### config.mk
export PLATFORM = sky130hd
export DESIGN_NAME = imem_loader
export DESIGN_NICKNAME = d
export VERILOG_FILES = /design/src/rtl/loader_pkg.sv /design/src/rtl/imem_word_packer.sv /design/src/rtl/imem_loader.sv
export SDC_FILE = /design/constraint.sdc
export NUM_CORES = 1
export LEC_CHECK = 0
export CAP_MARGIN = 25
export CELL_PAD_IN_SITES_DETAIL_PLACEMENT = 0
export CELL_PAD_IN_SITES_GLOBAL_PLACEMENT = 1
export CORE_MARGIN = 8
export CORE_UTILIZATION = 34
export CTS_CLUSTER_SIZE = 20
export DETAILED_ROUTE_END_ITERATION = 8
export GPL_TIMING_DRIVEN = 0
export PLACE_DENSITY_LB_ADDON = 0.08
export SLEW_MARGIN = 20
export SYNTH_ARGS = -nofsm -noshare
export SYNTH_HDL_FRONTEND = slang
export SYNTH_SLANG_ARGS = --single-unit
export TNS_END_PERCENT = 100
### constraint.sdc
create_clock -name clk -period 3.1 [get_ports clk]
set_clock_uncertainty 0.1 [all_clocks]
set_input_delay 0.465 -clock clk [delete_from_list [all_inputs] [get_ports clk]]
set_output_delay 0.465 -clock clk [all_outputs]
set_load 0.05 [all_outputs]
### src/rtl/loader_pkg.sv
// Shared definitions for the IMEM program loader: FSM encoding, word and header sizes.
`default_nettype none

package loader_pkg;

   typedef enum logic [2:0] {
      ST_IDLE  = 3'd0,
      ST_LEN0  = 3'd1,
      ST_LEN1  = 3'd2,
      ST_DATA  = 3'd3,
      ST_CSUM  = 3'd4,
      ST_DONE  = 3'd5,
      ST_ERROR = 3'd6
   } state_e;

   localparam int WORD_W         = 32;
   localparam int HDR_LEN        = 2;
   localparam int BYTES_PER_WORD = WORD_W / 8;

   function automatic logic takes_bytes(input state_e s);
      return (s == ST_LEN0) || (s == ST_LEN1) || (s == ST_DATA) || (s == ST_CSUM);
   endfunction

endpackage

`default_nettype wire

### src/rtl/imem_word_packer.sv
// Packs accepted payload bytes little-endian into 32-bit words; pulses when a word completes.
`default_nettype none

module imem_word_packer
   import loader_pkg::*;
(
   input  logic              clk,
   input  logic              rst_n,
   input  logic              clear_i,
   input  logic              valid_i,
   input  logic [7:0]        byte_i,
   output logic              word_done_o,
   output logic [WORD_W-1:0] word_o
);

   logic [1:0]        cnt_q;
   logic [WORD_W-1:0] word_q;
   logic [WORD_W-1:0] word_d;

   // The completed word includes the byte arriving this cycle, so the
   // writer can register it on the same edge that accepts the 4th byte.
   always_comb begin
      word_d                 = word_q;
      word_d[8*cnt_q +: 8]   = byte_i;
   end

   assign word_o      = word_d;
   assign word_done_o = valid_i && (cnt_q == 2'd3);

   always_ff @(posedge clk or negedge rst_n) begin
      if (!rst_n) begin
         cnt_q  <= 2'd0;
         word_q <= '0;
      end else if (clear_i) begin
         cnt_q  <= 2'd0;
         word_q <= '0;
      end else if (valid_i) begin
         cnt_q  <= cnt_q + 2'd1;
         word_q <= word_d;
      end
   end

endmodule

`default_nettype wire

### src/rtl/imem_loader.sv
// Loads instruction memory from a framed byte stream (length, payload, XOR checksum)
// and holds the CPU in reset until a load finishes with a matching checksum.
`default_nettype none

module imem_loader
   import loader_pkg::*;
#(
   parameter int ADDR_W = 8
)
(
   input  logic              clk,
   input  logic              rst_n,
   input  logic              start_i,
   input  logic              in_valid_i,
   input  logic [7:0]        in_data_i,
   output logic              in_ready_o,
   output logic              imem_we_o,
   output logic [ADDR_W-1:0] imem_addr_o,
   output logic [WORD_W-1:0] imem_wdata_o,
   output logic              cpu_hold_o,
   output logic              done_o,
   output logic              error_o
);

   localparam int               CAP_WORDS = 1 << ADDR_W;
   localparam logic [ADDR_W:0]  CNT_ONE   = {{ADDR_W{1'b0}}, 1'b1};

   state_e              state_q, state_d;
   logic [7:0]          len_lo_q;
   logic [ADDR_W:0]     total_q;
   logic [ADDR_W:0]     word_cnt_q;
   logic [7:0]          xor_q;
   logic                in_ready_q;
   logic                imem_we_q;
   logic [ADDR_W-1:0]   imem_addr_q;
   logic [WORD_W-1:0]   imem_wdata_q;
   logic                cpu_hold_q;
   logic                done_q;
   logic                error_q;

   logic                   w_accept;
   logic                   w_start_load;
   logic                   w_data_acc;
   logic                   w_word_done;
   logic [WORD_W-1:0]      w_word;
   logic [8*HDR_LEN-1:0]   w_len;
   logic                   w_last_word;

   assign w_accept     = in_valid_i && in_ready_q;
   assign w_start_load = start_i && ((state_q == ST_IDLE) || (state_q == ST_DONE) ||
                                     (state_q == ST_ERROR));
   assign w_data_acc   = w_accept && (state_q == ST_DATA);
   assign w_len        = {in_data_i, len_lo_q};
   assign w_last_word  = ((word_cnt_q + CNT_ONE) == total_q);

   imem_word_packer u_packer (
      .clk         (clk),
      .rst_n       (rst_n),
      .clear_i     (w_start_load),
      .valid_i     (w_data_acc),
      .byte_i      (in_data_i),
      .word_done_o (w_word_done),
      .word_o      (w_word)
   );

   always_comb begin
      state_d = state_q;
      case (state_q)
         ST_IDLE, ST_DONE, ST_ERROR: begin
            if (w_start_load) state_d = ST_LEN0;
         end
         ST_LEN0: begin
            if (w_accept) state_d = ST_LEN1;
         end
         ST_LEN1: begin
            if (w_accept) begin
               if (32'(w_len) > CAP_WORDS) state_d = ST_ERROR;
               else if (w_len == '0)       state_d = ST_CSUM;
               else                        state_d = ST_DATA;
            end
         end
         ST_DATA: begin
            if (w_word_done && w_last_word) state_d = ST_CSUM;
         end
         ST_CSUM: begin
            if (w_accept) state_d = (in_data_i == xor_q) ? ST_DONE : ST_ERROR;
         end
         default: state_d = ST_IDLE;
      endcase
   end

   // Status outputs are decoded from the next state so they line up with state_q.
   always_ff @(posedge clk or negedge rst_n) begin
      if (!rst_n) begin
         state_q      <= ST_IDLE;
         len_lo_q     <= '0;
         total_q      <= '0;
         word_cnt_q   <= '0;
         xor_q        <= '0;
         in_ready_q   <= 1'b0;
         imem_we_q    <= 1'b0;
         imem_addr_q  <= '0;
         imem_wdata_q <= '0;
         cpu_hold_q   <= 1'b1;
         done_q       <= 1'b0;
         error_q      <= 1'b0;
      end else begin
         state_q    <= state_d;
         in_ready_q <= takes_bytes(state_d);
         cpu_hold_q <= (state_d != ST_DONE);
         done_q     <= (state_d == ST_DONE);
         error_q    <= (state_d == ST_ERROR);
         imem_we_q  <= w_word_done;

         if (w_start_load) begin
            word_cnt_q <= '0;
            xor_q      <= '0;
            total_q    <= '0;
         end
         if (w_accept && (state_q == ST_LEN0)) len_lo_q <= in_data_i;
         if (w_accept && (state_q == ST_LEN1)) total_q  <= w_len[ADDR_W:0];
         if (w_data_acc) xor_q <= xor_q ^ in_data_i;
         if (w_word_done) begin
            imem_addr_q  <= word_cnt_q[ADDR_W-1:0];
            imem_wdata_q <= w_word;
            word_cnt_q   <= word_cnt_q + CNT_ONE;
         end
      end
   end

   assign in_ready_o   = in_ready_q;
   assign imem_we_o    = imem_we_q;
   assign imem_addr_o  = imem_addr_q;
   assign imem_wdata_o = imem_wdata_q;
   assign cpu_hold_o   = cpu_hold_q;
   assign done_o       = done_q;
   assign error_o      = error_q;

endmodule

`default_nettype wire

==> results of run 1 <==
placed cells by master (no fill, tap or decap), drive strengths merged, types with 2 or more instances in the layout:
cell / n
nand3: 13
buf: 17
o21ai: 45
or3: 5
bufinv: 2
nor2b: 2
nand2: 88
a221oi: 24
a22oi: 24
clkinvlp: 2
clkinv: 2
nand4: 5
clkdlybuf4s50: 54
nor4b: 2
inv: 8
a31oi: 3
xor2: 3
and3: 3
mux2: 9
o22ai: 4
clkbuf: 34
and3b: 2
ha: 6
and2: 6
nor2: 88
a21oi: 9
and4: 2
o41ai: 4
nor3: 6
xnor2: 16
dfrtp: 107
nor4: 3
how the worst max path moves through the flow:
stage                      start                  to  slack, ns  cells past startpoint
2_1_floorplan  u_packer.cnt_q[0]  u_packer.word_q[4]       0.82                      8
3_3_place_gp               rst_n    imem_wdata_o[22]      -2.87                      1
3_5_place_dp   u_packer.cnt_q[0]  u_packer.word_q[2]       0.36                      8
4_1_cts        u_packer.cnt_q[0]  u_packer.word_q[2]       0.35                      8
5_1_grt        u_packer.cnt_q[0]  u_packer.word_q[0]       0.06                      9
6_report       u_packer.cnt_q[0]  u_packer.word_q[2]       0.36                      8
report_power, final:
part	leakage [nW]	switching, W	internal [W]	total [W]
registers	1.47	0.000208	0.00169	0.00190
clock network	0.152	0.000528	0.000734	0.00126
logic	1.11	0.00102	0.000565	0.00158
total	2.74	0.00175	0.00299	0.00475
layout make-up:
cell class / instances / area [µm²]
buffer: 38 / 166.4
fill: 1465 / 8688
multi-input combinational: 387 / 2233
clock buffer: 11 / 242.7
timing repair buffer: 57 / 589.3
sequential: 108 / 2704
tap: 188 / 235.2
clock inverter: 5 / 83.83
inverter: 9 / 33.78
worst register-to-register path, stage by stage, from the launching register on:
cell and delay (ns):
dfrtp_1 0.38, clkbuf_1 0.27, inv_1 0.16, ha_1 0.40
nor4b_2 0.77, and2_1 0.21, buf_2 0.19, a22oi_1 0.09
nor2_1 0.11
through the flow:
stage / util (%) / cells / worst slack, ns
after floorplan: - / 542 / 0.8239
after global placement: 39.55 / 785 / -2.873
after detailed placement: 39.74 / 786 / 0.3640
after CTS: 41.99 / 803 / 0.3549
after global routing: 41.99 / 803 / 0.06494
final: 41.99 / 803 / 0.3620
metal layers:
| layer | track usage (%) | routed length [µm] |
|---|---|---|
| met1 | 20.64 | 6969 |
| met2 | 21.97 | 6149 |
| met3 | 3.167 | 599 |
| met4 | 5.719 | 218 |
| met5 | 0 | 0 |
timing repair:
| action | 4_1_cts | 5_1_grt |
|---|---|---|
| endpoints found under the hold margin | 46 | 0 |
| endpoints found under the setup margin | 0 | 0 |
| hold buffers | 1 | 0 |
| gates resized for setup | 0 | 0 |
cell families after synthesis:
logic type | share of synthesized area (%)
flops | 52.63
compound gates | 16.59
mux | 1.973
xor+xnor | 3.239
fa+ha+maj | 1.461
buf+inv | 3.897
simple gates | 20.21
sequential cells by signal, indices dropped and copies added, names as in the netlist:
name	count
imem_wdata_o	32
u_packer.word_q	24
total_q	9
word_cnt_q	9
imem_addr_o	8
len_lo_q	8
xor_q	8
state_q	3
u_packer.cnt_q	2
cpu_hold_o	1
done_o	1
error_o	1
imem_we_o	1
in_ready_o	1
==> impl_metrics.yaml, run 1 <==
synthesis:
  synth_cell_types: 54
  synthFlopType: "dfrtp_1"
  synth_area_leaders: "dfrtp_1 (52%), nor2_1 (6.4%), nand2_1 (6.2%)"
  avgSynthCellArea_um2: 9.479
  synth_nets: 560
  synth-seq-cells: 108
  synth_edf_count: 0
  ys.warnings.count: 0
  synth_area_um2: 5137
  async_reset_ff_share_pct: 100.0
  yosysMostFrequentCell: "dfrtp_1"
  syn_inst: 542
  synth_commonest_cells: "dfrtp_1 (107), nor2_1 (87), nand2_1 (85), o21ai_0 (43)"
  synth_top_cell_by_area: "dfrtp_1"
  synth_top_area_share_pct: 52.12
  ys_seq_area_share_pct: 52.63
setup_path:
  path_delay_family: "simple AND/OR/NAND/NOR gates"
  path_class: "flip-flop to flip-flop"
  r2r_cells: 8
  max_stage_delay_ns: 0.76
  endpoint_kind: "flip-flop"
  rr_startpoint: "u_packer.cnt_q[0]"
  cpMaxStageDelayCell: "nor4b_2"
  r2r_end: "u_packer.word_q[2]"
  path_max_fanout: 9
  ff2ff_setup_slack_ns: 0.36
  critPathLaunchType: "flip-flop"
  cp_num_buf_inv: 3
  path_cells: "clkbuf_1 > inv_1 > ha_1 > nor4b_2 > and2_1 > buf_2 > a22oi_1 > nor2_1"
  cp.required_ns: 3.29
  arrival_ns: 2.92
final_layout:
  nNetsFinal: 628
  stdcell_area_um2: 6289
  syn2layout_area_growth_pct: 22.41
  diodes: 0
  layout-drive-gt1-share_pct: 9.268
clock_network:
  cts-buffers-inserted: 9
  clock_latency_ns: 0.35
  cts.sinks: 108
  clockRootBuffer: "clkbuf_16"
  cts_setup_buffers: 0
  htree_levels: 3
  cts.reportedPaths.clkPinSlew_ns: 0.07
  cts_tree: "yes"
  cts.path.max_buffers: 2
grt:
  grt_overflow_total: 0
  grt_max_degree: 62
  grt_usage_pct: 14.81
  grt_pass1_wl_um: 22960
  grt_pass1_vias: 4178
  antenna_found_initial: 0
sta:
  grt_setup_unrepaired: "no"
  finalCritPeriodShare_pct: 88.32
  relSlewSlack_pct: 37.60
  worstMarginPinSlew_ns: 0.9289
  fin_hold_ws_ns: 0.3643
  finalMaxSlewViolations: 0
  setup_viol: 0
  clock.fmax_mhz: 365.2
  min_period_ns: 2.738
  hold_viol_final: 0
  tns_ns: 0
routing:
  drc: 0
  first_iter_violations: 310
  avgRoutedWirePerCell_um: 17.36
  drtPass1Iterations: 4
  antenna_left: 0
  viasPerCell: 5.173
  drt-total-wl_um: 13940
  vias: 4154
die:
  rows: 45
  die_h_um: 138.9
  die_area_um2: 19300
  core_um2: 14980
  start_util_pct: 34.30
  ios: 57
  fp.dieW_um: 138.9
placement:
  place_area_um2: 5952
  io_buffers: 55
  place_hpwl_um: 9911
  gp_congestion: 0.8016
pwr:
  vdd_drop_max_uv: 287.6
  power.density_nw_per_um2: 754.8
  p_leak_nw: 2.736
  total_power_w: 0.004746
worst_hold_path:
  hold_start: "imem_wdata_o[29]"
  min_path_cells: 2
  hold_end: "imem_wdata_o[29]"
  min_path_type: "flip-flop to flip-flop"
job:
  drv_cap: 0
run_status:
  outcome: "finished clean"
(Power assumes the default switching activity.)
==> run 2: changes to the inputs <==
--- a/config.mk
+++ b/config.mk
@@ -12,6 +12,7 @@
 export CORE_UTILIZATION = 34
 export CTS_CLUSTER_SIZE = 20
 export DETAILED_ROUTE_END_ITERATION = 8
+export GPL_ROUTABILITY_DRIVEN = 0
 export GPL_TIMING_DRIVEN = 0
 export PLACE_DENSITY_LB_ADDON = 0.08
 export SLEW_MARGIN = 20
==> results of run 2 <==
The final DEF is identical to that of run 1; final timing and power are the same.
==> run 3: changes to the inputs <==
--- a/config.mk
+++ b/config.mk
@@ -14,6 +14,7 @@
 export DETAILED_ROUTE_END_ITERATION = 8
 export GPL_ROUTABILITY_DRIVEN = 0
 export GPL_TIMING_DRIVEN = 0
+export HOLD_SLACK_MARGIN = 0.1
 export PLACE_DENSITY_LB_ADDON = 0.08
 export SLEW_MARGIN = 20
 export SYNTH_ARGS = -nofsm -noshare
==> results of run 3 <==
The final DEF is identical to that of run 1; final timing and power are the same.
